`src/rtl/dm_arbiter.sv`:
```
// Two-requester arbiter in front of a single-port data memory, with registered read responses.
// Build option: define DM_ARB_CPU_PRIO_EN for fixed CPU priority instead of round-robin.
module dm_arbiter #(
    parameter int DW    = 32,
    parameter int AW    = 32,
    parameter int DEPTH = 128
) (
    input  logic          CLK,
    input  logic          RST,

    input  logic          r0_req,
    input  logic          r0_we,
    input  logic [AW-1:0] r0_addr,
    input  logic [DW-1:0] r0_wdata,
    output logic          r0_gnt,
    output logic          r0_rvalid,
    output logic [DW-1:0] r0_rdata,
    output logic          r0_err,

    input  logic          r1_req,
    input  logic          r1_we,
    input  logic [AW-1:0] r1_addr,
    input  logic [DW-1:0] r1_wdata,
    output logic          r1_gnt,
    output logic          r1_rvalid,
    output logic [DW-1:0] r1_rdata,
    output logic          r1_err,

    output logic          dm_we,
    output logic [AW-1:0] dm_addr,
    output logic [DW-1:0] dm_din,
    input  logic [DW-1:0] dm_dout
);

    localparam logic [AW-1:0] ADDR_LIMIT = AW'(DEPTH * 4);

    function automatic logic addr_legal(input logic [AW-1:0] a);
        return (a[1:0] == 2'b00) && (a < ADDR_LIMIT);
    endfunction

    logic          any_req;
    logic          win_vld;
    logic          win_idx;
    logic          win_we;
    logic          win_legal;
    logic [AW-1:0] win_addr;
    logic [DW-1:0] win_wdata;

    logic          r0_rvalid_q, r0_rvalid_d;
    logic          r0_err_q,    r0_err_d;
    logic [DW-1:0] r0_rdata_q,  r0_rdata_d;
    logic          r1_rvalid_q, r1_rvalid_d;
    logic          r1_err_q,    r1_err_d;
    logic [DW-1:0] r1_rdata_q,  r1_rdata_d;

`ifndef DM_ARB_CPU_PRIO_EN
    logic          both_req;
    logic          rr_ptr_q, rr_ptr_d;
`endif

    // Winner selection; a cycle with RST high grants nobody.
    always_comb begin
        any_req = r0_req | r1_req;
        win_vld = any_req & ~RST;
`ifdef DM_ARB_CPU_PRIO_EN
        win_idx = ~r0_req;
`else
        both_req = r0_req & r1_req;
        win_idx  = both_req ? rr_ptr_q : ~r0_req;
`endif
        win_we    = win_idx ? r1_we    : r0_we;
        win_addr  = win_idx ? r1_addr  : r0_addr;
        win_wdata = win_idx ? r1_wdata : r0_wdata;
        win_legal = addr_legal(win_addr);
    end

    assign r0_gnt  = win_vld & ~win_idx;
    assign r1_gnt  = win_vld &  win_idx;
    assign dm_we   = win_vld & win_we & win_legal;
    assign dm_addr = win_vld ? win_addr  : '0;
    assign dm_din  = win_vld ? win_wdata : '0;

`ifndef DM_ARB_CPU_PRIO_EN
    // Loser of a contended cycle gets priority next time.
    always_comb begin
        rr_ptr_d = rr_ptr_q;
        if (win_vld && both_req) begin
            rr_ptr_d = ~win_idx;
        end
    end

    always_ff @(posedge CLK) begin
        if (RST) begin
            rr_ptr_q <= 1'b0;
        end else begin
            rr_ptr_q <= rr_ptr_d;
        end
    end
`endif

    // Response next state: illegal reads return zero data alongside err.
    always_comb begin
        r0_rvalid_d = r0_gnt & ~win_we;
        r0_err_d    = r0_gnt & ~win_legal;
        r0_rdata_d  = r0_rdata_q;
        if (r0_rvalid_d) begin
            r0_rdata_d = win_legal ? dm_dout : '0;
        end
        r1_rvalid_d = r1_gnt & ~win_we;
        r1_err_d    = r1_gnt & ~win_legal;
        r1_rdata_d  = r1_rdata_q;
        if (r1_rvalid_d) begin
            r1_rdata_d = win_legal ? dm_dout : '0;
        end
    end

    always_ff @(posedge CLK) begin
        if (RST) begin
            r0_rvalid_q <= 1'b0;
            r0_err_q    <= 1'b0;
            r0_rdata_q  <= '0;
            r1_rvalid_q <= 1'b0;
            r1_err_q    <= 1'b0;
            r1_rdata_q  <= '0;
        end else begin
            r0_rvalid_q <= r0_rvalid_d;
            r0_err_q    <= r0_err_d;
            r0_rdata_q  <= r0_rdata_d;
            r1_rvalid_q <= r1_rvalid_d;
            r1_err_q    <= r1_err_d;
            r1_rdata_q  <= r1_rdata_d;
        end
    end

    assign r0_rvalid = r0_rvalid_q;
    assign r0_err    = r0_err_q;
    assign r0_rdata  = r0_rdata_q;
    assign r1_rvalid = r1_rvalid_q;
    assign r1_err    = r1_err_q;
    assign r1_rdata  = r1_rdata_q;

endmodule

```
`config.mk`:
```
export PLATFORM = sky130hd
export DESIGN_NAME = dm_arbiter
export DESIGN_NICKNAME = d
export VERILOG_FILES = /design/src/rtl/dm_arbiter.sv
export SDC_FILE = /design/constraint.sdc
export NUM_CORES = 1
export LEC_CHECK = 0
export ABC_AREA = 1
export CELL_PAD_IN_SITES_DETAIL_PLACEMENT = 2
export CELL_PAD_IN_SITES_GLOBAL_PLACEMENT = 2
export CORE_MARGIN = 8
export CORE_UTILIZATION = 17
export CTS_CLUSTER_SIZE = 30
export DETAILED_ROUTE_END_ITERATION = 16
export PLACE_DENSITY = 0.9
export SYNTH_ARGS = -nofsm -noshare
export SYNTH_HDL_FRONTEND = slang
export SYNTH_SLANG_ARGS = --single-unit
```
`constraint.sdc`:
```
create_clock -name CLK -period 3.93 [get_ports CLK]
set_input_delay 0.5895 -clock CLK [delete_from_list [all_inputs] [get_ports CLK]]
set_output_delay 0.5895 -clock CLK [all_outputs]
set_load 0.1 [all_outputs]
```
==> reports/qor.yml <==
clock_skew_ps: 4.88
first_pass_iters: 4
insertion_delay_ps: 330
irDropWorstVdd_uv: 184
worstSetupStartpointType: "input pin"
hp-class: "flip-flop to flip-flop"
port-buffer-count: 300
holdBufCountCts: 0
relSlewSlack_pct: 28.2
leakagePower_nw: 3.00
end_kind: "output port"
cts_tree: "yes"
crit_path_max_incr_delay_ps: 520
syn_to_final_growth_pct: 118
ant_nets: 0
setup_viol: 0
synthFlopType: "dfxtp_1"
cellPowerDensity_mw_per_mm2: 358
slew_violations: 0
cp_cell_sequence: "clkdlybuf4s50_1, nand2_1, nand2_1, buf_4, nand2_1, nand2_1, nand2_1, nor2_1, nand2_1, nor2_4, nand2_2, nor3b_2, buf_12"
synth.distinct_cells: 21
max_clock_freq_mhz: 285
synth_xor_area_share_pct: 0
synth_fa_ha_area_share_pct: 0
via_count: 4746
p_total_mw: 2.82
postCtsSetupBuffers: 0
syn_nets: 641
cts_resized: 0
overflow: 0
nets: 924
rows: 53
tightestPinTransition_ps: 1070
synth-simple-area-share_pct: 27.1
synth_top_family_by_area: "simple AND/OR/NAND/NOR gates"
netlist_instances: 475
drive_gt1_share_pct: 17.7
clk_pin_slew_ps: 60
track_usage_pct: 16.6
drtIter0Drc: 128
ys_seq_area_share_pct: 38.3
setup_tns_ps: 0
grt_pass1_vias: 5447
yosys_register_bits: 69
ioPinCount: 301
h-tree-depth: 3
core-area_mm2: 0.0209
post-dp-hpwl_um: 18000
antenna_found_initial: 0
fp.dieH_um: 162
outcome: "finished clean"
path_class: "input pin to output port"
gp_congestion: 0.809
drc: 0
fin_crit_sh_pct: 89.2
drt-vias-per-instance: 4.57
wirelength_um: 22500
synthArstFlopShare_pct: 0
synth.cell_area_mm2: 0.00360
cap_violations: 0
grt_pass1_wl_um: 33900
worstPathArrival_ps: 2920
crit_required_ps: 3340
hold_violations: 0
synth.avg_cell_area_um2: 7.58
die_area_mm2: 0.0261
diodes: 0
yosysWarningCount: 0
synth_compound_area_share_pct: 25.7
synth-edff-count: 0
clockBufferDepth: 2
rsz0062_at_grt: "no"
cts_sinks: 69
wl_per_cell_um: 21.7
grt_start_max_net_pins: 66
fill_cells: 2290
slowest_stage: "clkdlybuf4s50_1"
cts-root-buf: "clkbuf_16"
cts-buffers-inserted: 9
die_w_um: 162
worstPathMaxFanout: 31
fin_crit_ps: 3510
muxShareOfSynthArea_pct: 0
crit_top_cell: "nand2_1"
start_util_pct: 17.2
## state kept, by name, summed over array words and instances (netlist names)
name,count
rr_ptr_q,1
r1_err,1
r1_rdata,32
r0_err,1
r0_rvalid,1
r1_rvalid,1
r0_rdata,32
## final timing paths
kind / from / to / slack (ps) / depth (start not counted)
worst min register to register: r0_rdata[22] / r0_rdata[22] / 480 / 2
worst max register to register: rr_ptr_q / r0_rdata[12] / 1320 / 12
worst min-delay path: r0_rdata[22] / r0_rdata[22] / 480 / 2
worst max-delay path: r1_req / dm_we / 420 / 13
## metal layers
layer  up-vias  share of wire, %  global-route usage, %
met2       177                52                   30.4
met3        11               7.7                   5.40
met5         -                 0                      0
li1       2209                 -                      -
met4         0              0.86                   2.95
met1      2349                40                   18.7
## synthesized netlist by cell type (2+ instances only)
cell / n / area, um2
nand3_2: 27 / 270
o21ai_0: 41 / 205
nand3_1: 36 / 180
nor2_4: 2 / 22.5
o21ai_1: 26 / 130
clkbuf_1: 22 / 82.6
buf_4: 5 / 37.5
buf_1: 2 / 7.51
nor2_2: 3 / 18.8
inv_1: 26 / 97.6
buf_6: 4 / 45.0
a21oi_1: 50 / 250
inv_2: 2 / 7.51
nand3b_1: 13 / 97.6
nor2_1: 31 / 116
buf_2: 8 / 40.0
nand2_1: 67 / 251
a22o_1: 39 / 342
dfxtp_1: 69 / 1380
## cells in the final DEF, fill, tap and decap left out
| cell type | count |
|---|---|
| nand2_1 | 67 |
| nor2_1 | 29 |
| bufinv_16 | 2 |
| o21ai_1 | 25 |
| o21ai_2 | 1 |
| a22o_1 | 39 |
| nand3_1 | 36 |
| nand2_2 | 1 |
| nor2_4 | 3 |
| clkbuf_1 | 1 |
| clkdlybuf4s50_1 | 233 |
| inv_2 | 3 |
| inv_1 | 25 |
| nand3b_1 | 13 |
| clkinv_2 | 2 |
| nand3_2 | 27 |
| clkbuf_16 | 9 |
| buf_12 | 69 |
| buf_4 | 11 |
| o21ai_0 | 41 |
| nor3b_2 | 1 |
| dfxtp_1 | 69 |
| clkinv_4 | 2 |
| a21oi_1 | 50 |
| nor2_2 | 4 |
## report_power, final
part | switching, mW | total (mW) | internal (mW)
sequential | 0.0143 | 0.740 | 0.726
clock | 0.310 | 0.865 | 0.556
combinational | 0.780 | 1.21 | 0.431
## metrics by stage
stage	instances	setup slack [ps]	util (%)	hold WS, ps	area [um2]
detailed placement	1022	378	36.1	472	7540
CTS	1038	375	37.6	479	7860
global route	1038	212	37.6	500	7860
floorplan	475	281	-	439	3600
finish	1038	423	37.6	475	7860
global placement	1022	517	36.1	463	7540
## worst max-delay path: cells and delay by family
kind / cells / cell delay (ps)
AND/OR/NAND/NOR: 10 / 1240
buffers and inverters: 3 / 1080
## cell type report
type	count	area [um2]	area share (%)
Clock inverter	6	87.6	1.11
Timing Repair Buffer	313	3800	48.3
Sequential cell	69	1380	17.6
Clock buffer	10	229	2.91
Tap cell	275	344	4.38
Multi-Input combinational cell	337	1920	24.4
Inverter	28	105	1.34
## cells by family (layout without fill, tap and decap cells)
family	count (synthesis)	count (layout)
flops	69	69
buf+inv	69	357
compound gates	156	156
simple gates	181	181
(Power assumes the default switching activity.)
